## src/rtl/exe_stage_reg_if.sv

```systemverilog
// rtl/exe_stage_reg_if.sv - ID/EX operand bundle in, EX/MEM pipeline bundle out
//
// Purpose: groups every signal of the execute stage except clk/rst_n.
//   master: the upstream driver (decode/Val2 side plus the stage control
//           freeze/flush) and observer of the EX/MEM register.
//   slave : the execute stage itself.
// Signals:
//   valid_in, freeze, flush        stage control
//   exe_cmd, s_bit                 ALU opcode and status-update request
//   val1, val2, st_val_in          operands and store data
//   dest_in, wb_en_in,
//   mem_r_en_in, mem_w_en_in       control carried into EX/MEM
//   status_out                     current {N,Z,C,V}
//   valid_out, alu_res, st_val,
//   dest, wb_en, mem_r_en,
//   mem_w_en                       registered EX/MEM outputs
interface exe_stage_reg_if #(
  parameter int DATA_W = 32,
  parameter int REG_AW = 4
);
  logic              valid_in;
  logic              freeze;
  logic              flush;
  logic [3:0]        exe_cmd;
  logic              s_bit;
  logic [DATA_W-1:0] val1;
  logic [DATA_W-1:0] val2;
  logic [DATA_W-1:0] st_val_in;
  logic [REG_AW-1:0] dest_in;
  logic              wb_en_in;
  logic              mem_r_en_in;
  logic              mem_w_en_in;

  logic [3:0]        status_out;
  logic              valid_out;
  logic [DATA_W-1:0] alu_res;
  logic [DATA_W-1:0] st_val;
  logic [REG_AW-1:0] dest;
  logic              wb_en;
  logic              mem_r_en;
  logic              mem_w_en;

  modport master (
    output valid_in, freeze, flush, exe_cmd, s_bit, val1, val2, st_val_in,
           dest_in, wb_en_in, mem_r_en_in, mem_w_en_in,
    input  status_out, valid_out, alu_res, st_val, dest, wb_en, mem_r_en,
           mem_w_en
  );

  modport slave (
    input  valid_in, freeze, flush, exe_cmd, s_bit, val1, val2, st_val_in,
           dest_in, wb_en_in, mem_r_en_in, mem_w_en_in,
    output status_out, valid_out, alu_res, st_val, dest, wb_en, mem_r_en,
           mem_w_en
  );
endinterface

```

## src/rtl/exe_stage_reg.sv

```systemverilog
// rtl/exe_stage_reg.sv - execute stage: ALU, NZCV status register, EX/MEM register
//
// Purpose: performs the exe_cmd ALU operation on val1/val2, keeps the NZCV
//   status register and registers result plus control into EX/MEM.
// Ports:
//   clk    rising-edge clock
//   rst_n  asynchronous active-low reset; clears all outputs and status
//   bus    exe_stage_reg_if.slave (operands/control in, EX/MEM out)
module exe_stage_reg #(
  parameter int DATA_W = 32,
  parameter int REG_AW = 4
) (
  input  logic              clk,
  input  logic              rst_n,
  exe_stage_reg_if.slave    bus
);

  localparam logic [3:0] OP_MOV = 4'b0001;
  localparam logic [3:0] OP_MVN = 4'b1001;
  localparam logic [3:0] OP_ADD = 4'b0010;
  localparam logic [3:0] OP_ADC = 4'b0011;
  localparam logic [3:0] OP_SUB = 4'b0100;
  localparam logic [3:0] OP_SBC = 4'b0101;
  localparam logic [3:0] OP_AND = 4'b0110;
  localparam logic [3:0] OP_ORR = 4'b0111;
  localparam logic [3:0] OP_EOR = 4'b1000;

  localparam int MSB = DATA_W - 1;

  logic [3:0]        status_q;
  logic              c_in;
  logic [DATA_W:0]   ext1;
  logic [DATA_W:0]   ext2;
  logic [DATA_W:0]   cin_ext;
  logic [DATA_W:0]   bin_ext;
  logic [DATA_W:0]   wide;
  logic [DATA_W-1:0] res;
  logic              c_new;
  logic              v_new;
  logic              load_instr;
  logic              update_status;

  // Carry-in comes from the registered flags, never from this cycle's result.
  assign c_in    = status_q[1];
  assign ext1    = {1'b0, bus.val1};
  assign ext2    = {1'b0, bus.val2};
  assign cin_ext = {{DATA_W{1'b0}}, c_in};
  assign bin_ext = {{DATA_W{1'b0}}, ~c_in};

  always_comb begin
    wide  = '0;
    res   = '0;
    c_new = status_q[1];
    v_new = status_q[0];
    case (bus.exe_cmd)
      OP_MOV: res = bus.val2;
      OP_MVN: res = ~bus.val2;
      OP_ADD, OP_ADC: begin
        wide  = ext1 + ext2 + ((bus.exe_cmd == OP_ADC) ? cin_ext : '0);
        res   = wide[MSB:0];
        c_new = wide[DATA_W];
        v_new = (bus.val1[MSB] == bus.val2[MSB]) && (res[MSB] != bus.val1[MSB]);
      end
      OP_SUB, OP_SBC: begin
        // Bit DATA_W of the extended difference is the unsigned borrow.
        wide  = ext1 - ext2 - ((bus.exe_cmd == OP_SBC) ? bin_ext : '0);
        res   = wide[MSB:0];
        c_new = ~wide[DATA_W];
        v_new = (bus.val1[MSB] != bus.val2[MSB]) && (res[MSB] != bus.val1[MSB]);
      end
      OP_AND: res = bus.val1 & bus.val2;
      OP_ORR: res = bus.val1 | bus.val2;
      OP_EOR: res = bus.val1 ^ bus.val2;
      default: res = '0;
    endcase
  end

  assign load_instr    = bus.valid_in && !bus.flush;
  assign update_status = load_instr && bus.s_bit && !bus.freeze;

  always_ff @(posedge clk or negedge rst_n) begin
    if (!rst_n) begin
      status_q <= 4'b0000;
    end else if (update_status) begin
      status_q <= {res[MSB], (res == '0), c_new, v_new};
    end
  end

  // Freeze outranks flush; a flushed or invalid slot becomes an all-zero bubble.
  always_ff @(posedge clk or negedge rst_n) begin
    if (!rst_n) begin
      bus.valid_out <= 1'b0;
      bus.alu_res   <= '0;
      bus.st_val    <= '0;
      bus.dest      <= '0;
      bus.wb_en     <= 1'b0;
      bus.mem_r_en  <= 1'b0;
      bus.mem_w_en  <= 1'b0;
    end else if (!bus.freeze) begin
      if (load_instr) begin
        bus.valid_out <= 1'b1;
        bus.alu_res   <= res;
        bus.st_val    <= bus.st_val_in;
        bus.dest      <= bus.dest_in;
        bus.wb_en     <= bus.wb_en_in;
        bus.mem_r_en  <= bus.mem_r_en_in;
        bus.mem_w_en  <= bus.mem_w_en_in;
      end else begin
        bus.valid_out <= 1'b0;
        bus.alu_res   <= '0;
        bus.st_val    <= '0;
        bus.dest      <= '0;
        bus.wb_en     <= 1'b0;
        bus.mem_r_en  <= 1'b0;
        bus.mem_w_en  <= 1'b0;
      end
    end
  end

  assign bus.status_out = status_q;

endmodule

```

## src/flat_wrapper.sv

```systemverilog
// flat-port wrapper written by rule: the top's interface ports become plain ports
module exe_stage_reg_flat 
#(
  parameter int DATA_W = 32,
  parameter int REG_AW = 4
)
  (clk, rst_n, bus_valid_in, bus_freeze, bus_flush, bus_exe_cmd, bus_s_bit, bus_val1, bus_val2, bus_st_val_in, bus_dest_in, bus_wb_en_in, bus_mem_r_en_in, bus_mem_w_en_in, bus_status_out, bus_valid_out, bus_alu_res, bus_st_val, bus_dest, bus_wb_en, bus_mem_r_en, bus_mem_w_en);
  exe_stage_reg_if #(.DATA_W(DATA_W), .REG_AW(REG_AW)) bus_i ();
  input  logic clk;
  input  logic rst_n;
  input wire logic [$bits(bus_i.valid_in)-1:0] bus_valid_in;
  input wire logic [$bits(bus_i.freeze)-1:0] bus_freeze;
  input wire logic [$bits(bus_i.flush)-1:0] bus_flush;
  input wire logic [$bits(bus_i.exe_cmd)-1:0] bus_exe_cmd;
  input wire logic [$bits(bus_i.s_bit)-1:0] bus_s_bit;
  input wire logic [$bits(bus_i.val1)-1:0] bus_val1;
  input wire logic [$bits(bus_i.val2)-1:0] bus_val2;
  input wire logic [$bits(bus_i.st_val_in)-1:0] bus_st_val_in;
  input wire logic [$bits(bus_i.dest_in)-1:0] bus_dest_in;
  input wire logic [$bits(bus_i.wb_en_in)-1:0] bus_wb_en_in;
  input wire logic [$bits(bus_i.mem_r_en_in)-1:0] bus_mem_r_en_in;
  input wire logic [$bits(bus_i.mem_w_en_in)-1:0] bus_mem_w_en_in;
  output wire logic [$bits(bus_i.status_out)-1:0] bus_status_out;
  output wire logic [$bits(bus_i.valid_out)-1:0] bus_valid_out;
  output wire logic [$bits(bus_i.alu_res)-1:0] bus_alu_res;
  output wire logic [$bits(bus_i.st_val)-1:0] bus_st_val;
  output wire logic [$bits(bus_i.dest)-1:0] bus_dest;
  output wire logic [$bits(bus_i.wb_en)-1:0] bus_wb_en;
  output wire logic [$bits(bus_i.mem_r_en)-1:0] bus_mem_r_en;
  output wire logic [$bits(bus_i.mem_w_en)-1:0] bus_mem_w_en;
  assign bus_i.valid_in = bus_valid_in;
  assign bus_i.freeze = bus_freeze;
  assign bus_i.flush = bus_flush;
  assign bus_i.exe_cmd = bus_exe_cmd;
  assign bus_i.s_bit = bus_s_bit;
  assign bus_i.val1 = bus_val1;
  assign bus_i.val2 = bus_val2;
  assign bus_i.st_val_in = bus_st_val_in;
  assign bus_i.dest_in = bus_dest_in;
  assign bus_i.wb_en_in = bus_wb_en_in;
  assign bus_i.mem_r_en_in = bus_mem_r_en_in;
  assign bus_i.mem_w_en_in = bus_mem_w_en_in;
  assign bus_status_out = bus_i.status_out;
  assign bus_valid_out = bus_i.valid_out;
  assign bus_alu_res = bus_i.alu_res;
  assign bus_st_val = bus_i.st_val;
  assign bus_dest = bus_i.dest;
  assign bus_wb_en = bus_i.wb_en;
  assign bus_mem_r_en = bus_i.mem_r_en;
  assign bus_mem_w_en = bus_i.mem_w_en;
  exe_stage_reg #(.DATA_W(DATA_W), .REG_AW(REG_AW)) u_core (.clk(clk), .rst_n(rst_n), .bus(bus_i));
endmodule
```

## config.mk

```make
export PLATFORM = sky130hd
export DESIGN_NAME = exe_stage_reg_flat
export DESIGN_NICKNAME = d
export VERILOG_FILES = /design/src/rtl/exe_stage_reg_if.sv /design/src/rtl/exe_stage_reg.sv /design/src/flat_wrapper.sv
export SDC_FILE = /design/constraint.sdc
export NUM_CORES = 1
export LEC_CHECK = 0
export ABC_AREA = 0
export CAP_MARGIN = 20
export CORE_ASPECT_RATIO = 1.4
export CORE_MARGIN = 10
export CORE_UTILIZATION = 58
export DETAILED_ROUTE_END_ITERATION = 6
export PLACE_DENSITY = 0.85
export SLEW_MARGIN = 40
export SYNTH_ARGS = -nofsm -noshare
export SYNTH_HDL_FRONTEND = slang
export SYNTH_SLANG_ARGS = --single-unit
```

## constraint.sdc

```tcl
create_clock -name clk -period 6.1 [get_ports clk]
set_input_delay 0.61 -clock clk [delete_from_list [all_inputs] [get_ports clk]]
set_output_delay 0.61 -clock clk [all_outputs]
set_load 0.005 [all_outputs]
```

==> metrics, run 1 <==
number of distinct library cells after synthesis 83; critical path type in -> reg; Slew headroom 48.03%; Crit Path Max Fanout 4; vias in the first global route 9495; area share of fa/ha/maj cells after synthesis 17.49%; status finished clean; Final Skew 0.007074 ns; DR WL met3 2959 um; grt ovf 0; Required @ worst endpoint 6.34 ns; Core Util, Final 72.85%; Reg-to-Reg Start u_core.bus.status_out[1]$_DFFE_PN0P_; DRT Wirelength 34200 um; Post-CTS Setup Bufs 0; met2 WL 16230 um; Nets 1566; via count 9895; startpoint types input port; average size of a mapped cell 7.978 um^2; Slew @ Worst Pin 0.7796 ns; Setup Viol. Count Final 0; crit path to u_core.bus.status_out[2]$_DFFE_PN0P_; # resized after CTS 0; # placed instances 1511; CTS buffer count 9; Starting Density 58.81%; fin crit share 85.70%; Mapped Cells 1187; VDD IR max 0.2368 mV; MaxCap Viol Count 0; Crit path arrival time 5.47 ns; Slew Limit Fails 0; mapped cell area 9470 um^2; CTS Sinks 76; Critical path origin bus_exe_cmd[2]; power per cell area 184.4 nW/um^2; area fraction in and, or, nand and nor cells after synthesis 14.43%; number of DRC markers in iteration 0 983; CTS Root Cell clkbuf_16; Most used DFF post-synth dfrtp_1; fmax 0.1913 GHz; IO Port Bufs 188; antenna violations before repair 0; Synth Area in Compound Gates 31.77%; htree depth 3; dpl hpwl 26920 um; post-synthesis sequential area ratio 20.08%; clock latency on the worst-skew pair 0.34 ns; DRC violations left 0; Via density 6.480; share of layout cells above drive strength 1 5.120%; first-pass GRT wire length 53060 um; Horiz. Die Dim 128.0 um; GP Congestion 1.061; diode count 0; GRT Util Overall 29.95%; fraction of synthesized area in multiplexers 0.6474%; die area 21910 um^2; post-layout instance area 11730 um^2; RSZ-0062 raised after global routing no; Antenna Nets Post-Route 0; Register-to-Register Path Depth 17; main combinational cell family by area after synthesis compound AO/OA/AOI/OAI gates; fin crit period 5.227 ns; largest net degree at the start of global routing 79; Area Overhead vs Synth 23.87%; final std cells w/o fill 1527; Leak 5.268 nW; Syn Nets 1430; setup TNS 0 ns; Clock Path Buffers 2; worst reg-to-reg setup slack 1.61 ns; DRT Pass-1 Iters 5; Critical Path End Type flip-flop; M1 WL 13320 um; chip height 171.2 um; number of hold buffers added after CTS 0; top layer used by detailed routing met4; Post-synth ARST share 100.0%; EDFF count, synth 0; Synth Warn # 0; Post-Synth XOR/XNOR Area 7.121%; per-cell routed wire length 22.40 um; Placed Area 11400 um^2; CTS tree done; Crit Reg-Reg Endpoint u_core.bus.status_out[2]$_DFFE_PN0P_; Top Ports 189; Hold/Removal Path Class in -> async; Final Hold Fails 0; Rows 55; Placeable Area 16100 um^2; clk slew on worst S/H paths 0.06 ns; Yosys reg bits 76
==> area by class of cell <==
| type | instances | area (um^2) |
|---|---|---|
| multi-input cells | 914 | 6794 |
| fillers | 1260 | 4372 |
| repair buffers | 208 | 2026 |
| flip-flops and latches | 76 | 1902 |
| inverters | 114 | 427.9 |
| well taps | 199 | 249.0 |
| clock buffers | 10 | 239.0 |
| clock inverters | 6 | 93.84 |
==> worst min-delay path by stage <==
stage / depth (start not counted) / endpoint / from
finish: 1 / u_core.bus.wb_en$_DFFE_PN0N_ / rst_n
global route: 1 / u_core.bus.st_val[19]$_DFFE_PN0N_ / rst_n
CTS: 1 / u_core.bus.st_val[19]$_DFFE_PN0N_ / rst_n
detailed placement: 2 / u_core.bus.alu_res[25]$_DFFE_PN0N_ / u_core.bus.alu_res[25]$_DFFE_PN0N_
global placement: 2 / u_core.bus.valid_out$_DFFE_PN0N_ / u_core.bus.valid_out$_DFFE_PN0N_
floorplan: 0 / u_core.bus.alu_res[0]$_DFFE_PN0N_ / rst_n
==> registers in the layout (all words and copies together), names as in the netlist <==
signal,flops
u_core.bus.st_val,32
u_core.bus.dest,4
u_core.bus.mem_r_en,1
u_core.bus.valid_out,1
u_core.bus.status_out,4
u_core.bus.wb_en,1
u_core.bus.alu_res,32
u_core.bus.mem_w_en,1
==> placed cells by master (no fill, tap or decap), drive strengths merged, types with 15 or more instances in the layout <==
cell,instances
o21ai,70
o211ai,16
nand3,17
nand4,21
ha,126
xor2,39
dfrtp,76
clkdlybuf4s50,184
a21o,23
o21a,15
buf,24
nor3,15
xnor2,38
a211oi,32
nor2,68
nand2,88
a21oi,82
a22o,53
inv,115
==> cell families after synthesis <==
logic type	count (synthesis)
AOI/OAI and AO/OA	425
and+or+nand+nor	276
buffers and inverters	197
adders and majority gates	130
xor gates and xnor gates	77
DFF	76
muxes	6
==> power by group <==
group | internal, mW | leakage [nW] | switching, mW
clock network | 0.373 | 0.160 | 0.218
registers | 0.537 | 1.03 | 0.0248
logic | 0.440 | 4.08 | 0.571
==> cells in the mapped netlist, drive strengths merged (4+ instances only) <==
library cell	count	share of area (%)
ha	126	17
inv	113	4.5
nand2	88	3.5
a21oi	82	4.4
dfrtp	76	20
o21ai	70	3.7
nor2	68	2.7
a22o	53	4.9
clkbuf	46	1.8
xor2	39	3.6
xnor2	38	3.5
buf	37	2.1
a211oi	32	2.6
a21o	23	1.8
nand4	21	1.4
nand3	17	0.90
o211ai	16	1.3
nor3	15	0.91
o21a	15	1.2
o21bai	14	1.1
o22ai	14	0.92
a22oi	12	1.0
a31oi	12	0.79
a221oi	10	0.92
o31ai	10	0.85
and3	9	0.59
nor2b	8	0.53
a211o	7	0.65
nand2b	7	0.46
nor3b	7	0.55
o311ai	7	0.65
or3	7	0.46
a221o	6	0.63
mux2i	5	0.53
nor4	5	0.33
o2111ai	5	0.46
o221ai	5	0.46
a2111oi	4	0.45
and2	4	0.26
and4	4	0.37
fa	4	0.85
or2	4	0.26
==> through the flow <==
step / hold slack, ns / setup slack, ns / power, mW
6_report: 0.2619 / 0.8726 / 2.163
5_1_grt: 0.3270 / 0.4789 / 2.278
4_1_cts: 0.3028 / 0.9394 / 2.150
3_5_place_dp: 0.4723 / 0.6014 / 1.555
3_3_place_gp: 0.4635 / 0.6861 / 1.544
2_1_floorplan: 0.3144 / 0.8339 / 1.200
==> critical path: stages <==
cell	delay (ns)
clkdlybuf4s50_1	0.48
or3b_2	0.48
nor3_1	0.19
fa_1	0.49
inv_1	0.08
ha_1	0.19
nor2_1	0.07
fa_1	0.45
nor3b_1	0.17
o21ai_2	0.18
o21ai_1	0.11
o31ai_1	0.21
buf_4	0.17
a32oi_1	0.09
mux2i_1	0.16
a311oi_1	0.46
nand4_1	0.15
or4_1	0.52
o41ai_2	0.20
==> metal layers <==
layer  track usage, %  vias up
li1                 -     4584
met4            14.47        0
met1            35.18     4637
met3            5.975      110
met5                0        -
met2            50.85      564
(Power assumes the default switching activity.)
==> run 2: changes to the inputs <==
--- a/config.mk
+++ b/config.mk
@@ -10,7 +10,9 @@
 export CORE_ASPECT_RATIO = 1.4
 export CORE_MARGIN = 10
 export CORE_UTILIZATION = 58
+export CTS_CLUSTER_DIAMETER = 100
 export DETAILED_ROUTE_END_ITERATION = 6
+export GPL_TIMING_DRIVEN = 0
 export PLACE_DENSITY = 0.85
 export SLEW_MARGIN = 40
 export SYNTH_ARGS = -nofsm -noshare
==> run 2 against run 1 <==
Non-clock buffer count increased by 61. Wire length up 12%. Sequential power about the same. Fmax fell by 10%. Sequential share of layout area decreased by 0.44 points. First-iteration DRC count is 12% higher. Critical path type unchanged. Count of clock-buffer cells in the layout fell by 1. Total power increased by 2.7%. Utilization up 2.0 points. Clock skew is 0.0024 ns lower.
==> metrics, run 2 (synthesized netlist as in run 1, its figures left out) <==
first-pass GRT wire length 58150 um (+9.6%); fin crit share 95.17% (+9.5 points); Rows 55 (unchanged); antenna violations before repair 2 (+2); chip height 171.2 um (unchanged); via count 10392 (+5.0%); GRT Util Overall 33.57% (+3.6 points); Hold/Removal Path Class in -> async; DRT Wirelength 38270 um (+12%); htree depth 3 (unchanged); Crit-path slowest cell or4_1; Pwr Total 2.222 mW (+2.7%); number of hold buffers added after CTS 0 (unchanged); Slew headroom 31.84% (-16 points); MaxCap Viol Count 0 (unchanged); fin crit period 5.805 ns (+0.5779 ns); critical path type in -> reg; Crit Reg-Reg Endpoint u_core.bus.status_out[2]$_DFFE_PN0P_; VDD IR max 0.3314 mV (+40%); GP Congestion 1.025 (-3.5%); Final Hold Fails 0 (unchanged); Clock Path Buffers 2 (unchanged); Placed Area 11630 um^2 (+2.0%); Setup Viol. Count Final 0 (unchanged); Area Overhead vs Synth 27.30%; startpoint types input port; RSZ-0062 raised after global routing no; power per cell area 184.4 nW/um^2 (about the same); DR WL met3 3605 um (+22%); vias in the first global route 10319 (+8.7%); Leak 5.401 nW (+2.5%); slowest stage delay, CP 0.56 ns (+0.04 ns); dpl hpwl 30220 um (+12%); setup TNS 0 ns (unchanged); CTS tree done; status finished clean; Final Skew 0.004638 ns (-0.002435 ns); CTS Root Cell clkbuf_16; die area 21910 um^2 (unchanged); clock latency on the worst-skew pair 0.34 ns (about the same); # placed instances 1573 (+4.1%); number of DRC markers in iteration 0 1103 (+12%); Horiz. Die Dim 128.0 um (unchanged); Register-to-Register Path Depth 17 (unchanged); Slew @ Worst Pin 1.013 ns (+0.2337 ns); worst reg-to-reg setup slack 1.51 ns (-0.10 ns); Crit path arrival time 6.05 ns (+0.58 ns); met2 WL 18350 um (+13%); share of layout cells above drive strength 1 6.695% (+1.6 points); Top Ports 189 (unchanged); Reg-to-Reg Start u_core.bus.status_out[1]$_DFFE_PN0P_; DRT Pass-1 Iters 6 (+1); grt ovf 0 (unchanged); Crit Path Max Fanout 10 (+6); top layer used by detailed routing met4; post-layout instance area 12060 um^2 (+2.8%); Slew Limit Fails 0 (unchanged); crit path cell chain clkdlybuf4s50_1, nand2b_1, nor2_1, clkbuf_2, clkbuf_2, clkbuf_4, nand3_1, fa_1, fa_1, nor2b_1, o2111a_1, o31ai_2, a31oi_1, o31ai_1, a21oi_1, o21ai_0, a211o_1, or4_1, o41ai_2; most frequent cells in the layout 184 x clkdlybuf4s50_1, 126 x ha_1, 113 x inv_1; per-cell routed wire length 24.09 um (+7.5%); Required @ worst endpoint 6.34 ns (about the same); Antenna Nets Post-Route 0 (unchanged); IO Port Bufs 186 (-1.1%); Placeable Area 16100 um^2 (unchanged); Nets 1627 (+3.9%); DRC violations left 0 (unchanged); Layout fillers 1225 (-2.8%); CTS buffer count 9 (unchanged); Starting Density 58.81% (unchanged); hold_ws 0.08421 ns (-0.1776 ns); most common cell after layout, fill and taps aside clkdlybuf4s50_1; clk slew on worst S/H paths 0.06 ns (about the same); Critical Path End Type flip-flop; Via density 6.540 (+0.92%); Largest regs u_core.bus.alu_res: 32 flops, u_core.bus.st_val: 32 flops; largest net degree at the start of global routing 64 (-19%); final std cells w/o fill 1589 (+4.1%); M1 WL 13540 um (+1.7%); CTS Sinks 76 (unchanged); fmax 0.1723 GHz (-10%)
## run 2: cell types whose count changed in the layout (fill, tap and decap cells not counted), moves of 2 or more
cell       previous run  this run
clkbuf_2              0         4
buf_4                19         3
clkinv_4              1         3
a311oi_2              0         2
clkbuf_1              0        39
inv_6                 2         0
a311oi_1              3         1
buf_1                 0         5
buf_6                 1         4
buf_2                 3        26
a2111oi_2             1         3
## run 2: worst max-delay path by stage
stage                         from                                    to  slack [ns]  depth (start not counted)
global placement    bus_exe_cmd[2]  u_core.bus.status_out[2]$_DFFE_PN0P_       -1.99                         21
finish              bus_exe_cmd[3]  u_core.bus.status_out[2]$_DFFE_PN0P_        0.29                         19
floorplan           bus_exe_cmd[1]  u_core.bus.status_out[2]$_DFFE_PN0P_        0.83                         20
detailed placement  bus_exe_cmd[2]  u_core.bus.status_out[2]$_DFFE_PN0P_       -1.64                         21
CTS                 bus_exe_cmd[2]  u_core.bus.status_out[2]$_DFFE_PN0P_        0.08                         20
global route        bus_exe_cmd[3]  u_core.bus.status_out[2]$_DFFE_PN0P_        0.06                         19
## run 2: repair_timing
item                       CTS  global route
gates resized for setup     19             9
hold endpoints to repair     0             0
pin swaps                    1             0
setup buffers                1             0
setup endpoints to repair   11             3
## run 2: metrics by stage
step	setup WS [ns]	utilization (%)
6_report	0.2947	74.86
4_1_cts	0.07880	74.73
5_1_grt	0.06290	74.86
2_1_floorplan	0.8339	-
3_3_place_gp	-1.985	71.92
3_5_place_dp	-1.637	72.21
## run 2: report_power, final
part | internal, mW | switching [mW] | total, mW
clock network | 0.360 | 0.221 | 0.581
registers | 0.537 | 0.0250 | 0.562
logic | 0.454 | 0.625 | 1.08
## run 2: final cells by class
type | count | area (um^2) | share of cell area [%]
Sequential cell | 76 | 1902 | 15.78
Tap cell | 199 | 249.0 | 2.065
Clock buffer | 9 | 225.2 | 1.868
Multi-Input combinational cell | 914 | 6862 | 56.92
Timing Repair Buffer | 188 | 1901 | 15.77
Buffer | 81 | 385.4 | 3.197
Inverter | 114 | 427.9 | 3.550
Clock inverter | 7 | 101.3 | 0.8407
Antenna cell | 1 | 2.502 | 0.02076
## run 2: metal layers
| metal | up-vias | track usage, % |
|---|---|---|
| met5 | - | 0 |
| met4 | 0 | 22.72 |
| met3 | 174 | 7.299 |
| met2 | 651 | 57.71 |
| met1 | 4840 | 35.98 |
| li1 | 4727 | - |
## run 2: worst max-delay path: cells and delay by family
family,cells,cell delay (ns)
buffers and inverters,4,1.48
adder cells (fa/ha/maj),2,0.91
AND/OR/NAND/NOR,5,1.24
AO/OA/AOI/OAI,8,1.79
